[src/rtl/dmem_pkg.sv]
// Shared definitions for the data-memory responder.
// Holds the FSM state encoding, the wait counter width and the default geometry.
package dmem_pkg;

    typedef enum logic [1:0] {
        IDLE = 2'd0,
        WAIT = 2'd1,
        DONE = 2'd2
    } state_t;

    localparam int CNT_W           = 4;
    localparam int DEFAULT_DEPTH   = 64;
    localparam int DEFAULT_LATENCY = 2;

    // True when a 30-bit word address falls outside an array of the given depth.
    function automatic logic is_out_of_range(input logic [29:0] word_addr, input int depth);
        return word_addr >= 30'(depth);
    endfunction

endpackage

[src/rtl/dmem_array.sv]
// Word-addressed storage for the data memory: synchronous write, combinational read.
// Contents are deliberately left untouched by reset.
module dmem_array #(
    parameter int DEPTH = 64
) (
    input  logic                     clk,
    input  logic                     we,
    input  logic [$clog2(DEPTH)-1:0] addr,
    input  logic [31:0]              wdata,
    output logic [31:0]              rdata
);

    logic [31:0] mem [DEPTH];

    always_ff @(posedge clk) begin
        if (we) begin
            mem[addr] <= wdata;
        end
    end

    assign rdata = mem[addr];

endmodule

[src/rtl/dmem_resp.sv]
// Memory-stage data-memory responder: accepts one access at a time, waits LATENCY
// cycles, commits the access and returns a registered word with a one-cycle ready pulse.
module dmem_resp
    import dmem_pkg::*;
#(
    parameter int DEPTH   = DEFAULT_DEPTH,
    parameter int LATENCY = DEFAULT_LATENCY
) (
    input  logic        clk,
    input  logic        reset,
    input  logic        MemReqM,
    input  logic        MemWriteM,
    input  logic [31:0] AddrM,
    input  logic [31:0] WriteDataM,
    output logic [31:0] ReadDataM,
    output logic        MemReadyM,
    output logic        MemErrM,
    output logic        BusyM
);

    localparam int IDX_W = $clog2(DEPTH);

    state_t           state;
    logic [CNT_W-1:0] cnt;
    logic [IDX_W-1:0] cap_idx;
    logic             cap_write;
    logic [31:0]      cap_wdata;
    logic             cap_oor;

    logic [IDX_W-1:0] req_idx;
    logic             req_oor;
    logic             unused_byte_offset;

    logic             commit;
    logic [IDX_W-1:0] commit_idx;
    logic             commit_write;
    logic [31:0]      commit_wdata;
    logic             commit_oor;

    logic             array_we;
    logic [31:0]      array_rdata;

    assign req_idx            = AddrM[IDX_W+1:2];
    assign req_oor            = is_out_of_range(AddrM[31:2], DEPTH);
    assign unused_byte_offset = ^AddrM[1:0];

    // With zero wait states the access commits on the acceptance edge itself, so the
    // commit path must see the live request rather than the not-yet-captured copy.
    always_comb begin
        commit       = 1'b0;
        commit_idx   = cap_idx;
        commit_write = cap_write;
        commit_wdata = cap_wdata;
        commit_oor   = cap_oor;
        if (state == IDLE && MemReqM && LATENCY == 0) begin
            commit       = 1'b1;
            commit_idx   = req_idx;
            commit_write = MemWriteM;
            commit_wdata = WriteDataM;
            commit_oor   = req_oor;
        end else if (state == WAIT && cnt == CNT_W'(1)) begin
            commit = 1'b1;
        end
    end

    assign array_we = commit && commit_write && !commit_oor && !reset;

    dmem_array #(
        .DEPTH (DEPTH)
    ) u_array (
        .clk   (clk),
        .we    (array_we),
        .addr  (commit_idx),
        .wdata (commit_wdata),
        .rdata (array_rdata)
    );

    always_ff @(posedge clk or posedge reset) begin
        if (reset) begin
            state     <= IDLE;
            cnt       <= '0;
            cap_idx   <= '0;
            cap_write <= 1'b0;
            cap_wdata <= '0;
            cap_oor   <= 1'b0;
            ReadDataM <= '0;
            MemReadyM <= 1'b0;
            MemErrM   <= 1'b0;
            BusyM     <= 1'b0;
        end else begin
            MemReadyM <= 1'b0;
            MemErrM   <= 1'b0;
            if (commit) begin
                MemReadyM <= 1'b1;
                MemErrM   <= commit_oor;
                if (!commit_write) begin
                    ReadDataM <= commit_oor ? 32'h0 : array_rdata;
                end
            end

            case (state)
                IDLE: begin
                    if (MemReqM) begin
                        cap_idx   <= req_idx;
                        cap_write <= MemWriteM;
                        cap_wdata <= WriteDataM;
                        cap_oor   <= req_oor;
                        cnt       <= CNT_W'(LATENCY);
                        state     <= (LATENCY > 0) ? WAIT : DONE;
                        BusyM     <= 1'b1;
                    end
                end
                WAIT: begin
                    cnt <= cnt - CNT_W'(1);
                    if (cnt == CNT_W'(1)) begin
                        state <= DONE;
                    end
                end
                // A request still high here is the completed one being held; ignore it.
                DONE: begin
                    state <= IDLE;
                    BusyM <= 1'b0;
                end
                default: begin
                    state <= IDLE;
                    BusyM <= 1'b0;
                end
            endcase
        end
    end

endmodule

[config.mk]
export PLATFORM = sky130hd
export DESIGN_NAME = dmem_resp
export DESIGN_NICKNAME = d
export VERILOG_FILES = /design/src/rtl/dmem_pkg.sv /design/src/rtl/dmem_array.sv /design/src/rtl/dmem_resp.sv
export SDC_FILE = /design/constraint.sdc
export NUM_CORES = 2
export LEC_CHECK = 0
export ABC_AREA = 1
export ABC_CLOCK_PERIOD_IN_PS = 3200
export BUFFER_PORTS_ARGS = -buffer_cell sky130_fd_sc_hd__buf_2
export CORE_UTILIZATION = 35
export DETAILED_ROUTE_END_ITERATION = 12
export SLEW_MARGIN = 20
export SYNTH_ARGS = -nofsm -noshare
export SYNTH_HDL_FRONTEND = slang
export SYNTH_SLANG_ARGS = --single-unit
export TNS_END_PERCENT = 50
[constraint.sdc]
create_clock -name clk -period 3.2 [get_ports clk]
set_clock_uncertainty 0.1 [all_clocks]
set_input_delay 0.64 -clock clk [delete_from_list [all_inputs] [get_ports clk]]
set_output_delay 0.64 -clock clk [all_outputs]
set_load 0.05 [all_outputs]
==> Word-level counts from Yosys, hierarchy flattened <==
Memory sizes are Yosys's and may differ from the RTL's.
Cells that the tools add are included.
{ "totals": {"reg_bits": 81, "ram_bits": 2048, "in_bits": 68, "out_inout_bits": 35, "elab_cells": 45, "memories": 1} }
{ "memory_table": {"columns": ["name", "depth", "word_bits", "rd", "rd_clocked_by_memory_dff", "write_ports", "line", "source"], "rows": [
  ["u_array.mem", 64, 32, 1, 0, 1, "dmem_array.sv:13", "logic [31:0] mem [DEPTH];"]
]} }
{ "classes": {"addsub": 1, "n_lt_le_gt_ge": 1, "n_eq_ne": 4, "muxes": 13, "bitwise_logic": 2, "reduce_logical": 13} }
{ "op_table": {"columns": ["cell", "count"], "rows": [
  ["$mux W32", 1],
  ["$ge A30 B7 Y1 const B", 1],
  ["$reduce_and A2 Y1", 5],
  ["$pmux W4 S2", 1],
  ["$mux W1", 6],
  ["$eq A4 B1 Y1 const B", 1],
  ["$logic_and A1 B1 Y1", 4],
  ["$mux W2", 2],
  ["$mux W4", 1],
  ["$pmux W2 S2", 1],
  ["$sub A4 B1 Y4 const B", 1],
  ["$eq A2 B1 Y1 const B", 1],
  ["$logic_not A1 Y1", 2],
  ["$logic_not A2 Y1", 1],
  ["$ne A2 B1 Y1 const B", 1],
  ["$ne A2 B2 Y1 const B", 1],
  ["$not A1 Y1", 2],
  ["$pmux W1 S2", 1],
  ["$reduce_bool A2 Y1", 1]
]} }

==> Logic depth before layout (Yosys ltp) <==
{ "logic_depth": {"ltp_word": 8, "mapped_depth": 16, "ltp_nobuf": 13} }

==> Cells and area by module <==
A second synthesis with hierarchy kept.
{ "unflattened": {"cells_unflattened": 8785, "hier_area_um2": 89279.4} }
{ "modules_own_cells": {"columns": ["module", "instances", "cells_each", "area_per_inst_um2", "seq_area_each_um2"], "rows": [
  ["dmem_array", 1, 8408, 85862.3, 61499.0],
  ["dmem_resp", 1, 377, 3417.0, 2026.9]
]} }

==> Worst setup path after synthesis <==
Ideal clock, no wire load.
{ "synth_path": {"path_kind": "register -> register", "from": "register cnt[1]", "to": "memory u_array.mem[14][0] (enable)", "setup_ps": 421, "arrival_time_ps": 2893, "required_ps": 2679, "setup_slack_ps": -215, "path_stages_with_launch": 9, "path_buffers": 0, "synth_period_minus_slack_ps": 3415, "cell_sequence": "dfrtp_1 -> inv_1 -> ha_1 -> nand3_1 -> nor2_2 -> inv_1 -> nor4_4 -> nand4_1 -> nor2_1"} }
{ "synth_via": {"elab_chain_cells": 8} }
{ "synth_lines": {"columns": ["item", "line", "source"], "rows": [
  ["from (decl)", "dmem_resp.sv:24", "logic [CNT_W-1:0] cnt;"],
  ["from (signal assigned)", "dmem_resp.sv:108", "cnt <= CNT_W'(LATENCY);"],
  ["from (signal assigned)", "dmem_resp.sv:114", "cnt <= cnt - CNT_W'(1);"],
  ["$eq A4 B1 Y1", "dmem_resp.sv:61", "end else if (state == WAIT && cnt == CNT_W'(1)) begin"],
  ["$logic_and A1 B1 Y1", "dmem_resp.sv:61", null],
  ["$mux W1", "dmem_resp.sv:61", null],
  ["named net commit", "dmem_resp.sv:34", "logic commit;"],
  ["$logic_and A1 B1 Y1 (3 in series)", "dmem_resp.sv:66", "assign array_we = commit && commit_write && !commit_oor && !reset;"],
  ["$mux W1", "dmem_array.sv:16", "if (we) begin"],
  ["$mux W1 (not written as such)", "dmem_array.sv:17", "mem[addr] <= wdata;"],
  ["to (decl)", "dmem_array.sv:13", null]
]} }
The timed path passes the listed nets, and every way through them passes these cells.

==> Worst setup path after layout <==
{ "layout_path": {"from": "register cap_idx[0]", "to": "register ReadDataM[26]"} }
{ "layout_via": {"elab_chain_cells": 2} }
{ "layout_lines": {"columns": ["item", "line", "source"], "rows": [
  ["from (decl)", "dmem_resp.sv:25", "logic [IDX_W-1:0] cap_idx;"],
  ["from (signal assigned)", "dmem_resp.sv:104", "cap_idx <= req_idx;"],
  ["$mem_v2 Z64 W32", null, null],
  ["$mux W32", "dmem_resp.sv:97", "ReadDataM <= commit_oor ? 32'h0 : array_rdata;"],
  ["to (signal assigned)", "dmem_resp.sv:97", null],
  ["to (decl)", "dmem_resp.sv:15", "output logic [31:0] ReadDataM,"]
]} }
Every way passes these cells.
A chain may end at the register's enable or synchronous reset.

==> results.ini <==
[setup_path]
reg2regPathDepth=16
crit_path_end_kind=register
worstPathArrival_ns=3.74
path_max_fanout=42
regToRegSetupSlack_ns=0.16
critPathKind=register to register
start_kind=register
r2r-end=ReadDataM[26]
cp.required_ns=3.90
r2r_start=cap_idx[0]

[clock_tree]
cts_made_buffers=212
clk_latency_ns=0.87
clk_pin_slew_ns=0.06
cts_buffer_depth=3
cts.sinks=2129
htree_levels=4
cts_tree=built
root_buffer=clkbuf_16
post_cts.repair.setup_buffers=0

[worst_hold_path]
hp-class=input pin to register
hold_start=AddrM[2]
hold_end=cap_idx[0]
hold_depth=3

[final_layout]
nets=9045
final_area_mm2=0.104
final_common_cell=nand2_1
mostFrequentLayoutCells=5934 x nand2_1, 2048 x edfxtp_1, 215 x clkbuf_16, 154 x buf_4, 148 x buf_12
num-fill-cells=23721
syn_to_final_growth_pct=16.4
stdcell_count=12506
fin_util=0.411
drive_gt1_frac=0.0879

[place]
io_buffers=100
postPlaceCellArea_mm2=0.0964
place_congestion=0.825
place_hpwl_um=145000
dp_cells=12069

[timing]
drv_slew=0
fin_setup_tns_ns=0
post-route-min-period_ns=3.04
grt_setup_unrepaired=no
setup_violations=0
hold_viol_final=0
period_share=0.951
tightest_slew_ns=1.12
relSlewSlack=0.253
max_freq_mhz=329

[synthesis]
ys_warn_count=0
ys_seq_elements=2129
synth_nets=8826
postSynthCellCount=8756
syn_area_per_cell_um2=10.2
syn_area_mm2=0.0890
ys_seq_area_frac=0.714
yosysUniqueCellTypes=28

[route]
vias=60891
drt-initial-drc-count=6661
ant_nets=0
wl_per_cell_um=20.3
routed_via_density=4.87
route.detailed.drc=0
drt-total-wl_um=254000
dr.pass1.iters=6

[die]
fp.dieW_um=506
initial_core_util=0.353
dieArea_mm2=0.256
core_mm2=0.252
ios=103
rows=184
chipHeight_um=506

[power_and_ir_drop]
p_per_area_mw_per_mm2=892
ir_worst_vdd_v=0.000728
p_leak_uw=0.0432
totalPowerFinal_uw=92400

[flow_run]
drv_cap=0

[outcome]
outcome=completed

[global_routing]
grtUsageTotal=0.196
overflow=0
grt_pass1_vias=57614
antenna_found_initial=17
grt_pass1_wl_um=375000
grt_max_degree=103

cells by family after synthesis:
group                      Yosys count  synth area share
adders and majority gates            2          0.000281
buffers and inverters              476            0.0244
and+or+nand+nor                   6121             0.259
xor gates and xnor gates             1         0.0000985
DFF                               2129             0.714
AOI/OAI and AO/OA                   27           0.00180
critical path: stages (launching register included):
cell	delay [ns]
dfrtp_4	0.61
inv_8	0.35
buf_12	0.28
buf_12	0.28
buf_12	0.18
nand2_1	0.06
nand2_1	0.06
nand2_1	0.05
nand2_1	0.12
nand2_1	0.06
nand2_1	0.09
nand2_1	0.05
nand2_1	0.21
nor2_1	0.08
nand2_1	0.08
nand2_1	0.11
nand2_1	0.10
layer usage:
layer  routed length (um)  share of wire  track usage
met1               110000           0.43        0.274
met3                19600          0.077       0.0302
met4                 7940          0.031       0.0651
met2               116000           0.46        0.312
met5                    0              0            0
how the worst max path moves through the flow:
stage / start / endpoint / slack (ns) / depth (start not counted)
floorplan: cnt[1] / u_array.mem[14][0] / -0.21 / 8
global placement: cap_idx[0] / ReadDataM[5] / 0.16 / 16
detailed placement: cap_idx[0] / ReadDataM[4] / 0.19 / 16
CTS: cap_idx[0] / ReadDataM[4] / 0.19 / 16
global route: cap_idx[0] / ReadDataM[4] / 0.02 / 16
finish: cap_idx[0] / ReadDataM[26] / 0.16 / 16
cells in the mapped netlist (all sizes together):
library cell,number,area [um2]
nand2,5934,22300
edfxtp,2048,61500
buf,316,1570
nor2,150,568
clkbuf,121,454
dfrtp,81,2030
inv,39,146
nand3,15,75.1
o21ai,15,75.1
nor3,9,75.1
o211ai,7,52.6
or2,6,37.5
nor4,4,40.0
nand4,3,18.8
a22oi,2,15.0
ha,2,25.0
a21oi,1,5.00
a31oi,1,6.26
o22ai,1,6.26
xor2,1,8.76
per-stage QoR:
| stage | setup WS [ns] | hold WS, ns |
|---|---|---|
| finish | 0.158 | 0.0306 |
| CTS | 0.194 | 0.000635 |
| detailed placement | 0.186 | 0.360 |
| global placement | 0.158 | 0.363 |
| global route | 0.0231 | 0.00920 |
| floorplan | -0.215 | 0.354 |
layout make-up:
| cell class | instances | area, um2 | area share |
|---|---|---|---|
| Antenna cell | 3 | 7.51 | 0.0000725 |
| Clock buffer | 282 | 5690 | 0.0550 |
| Clock inverter | 112 | 1100 | 0.0107 |
| Inverter | 39 | 170 | 0.00164 |
| Multi-Input combinational cell | 6151 | 23800 | 0.230 |
| Sequential cell | 2129 | 63600 | 0.614 |
| Tap cell | 3348 | 4190 | 0.0404 |
| Timing Repair Buffer | 442 | 5020 | 0.0485 |
report_power, final:
part	internal (uW)	total [uW]	switching, uW
Clock	13900	24500	10700
Sequential	34500	36700	2180
Combinational	8420	31200	22800
registers in the layout, summed over array words and instances, names as in the netlist:
name and flops:
cap_write 1, u_array.mem 2048, MemReadyM 1, state 2, cap_idx 6, cap_wdata 32
ReadDataM 32, MemErrM 1, BusyM 1, cnt 4, cap_oor 1
what timing repair did:
item                                   4_1_cts  5_1_grt
hold buffers                                40        0
endpoints found under the hold margin       59        0
gates resized for setup                      0        0
Note: power is estimated with default switching activity, not from simulation.
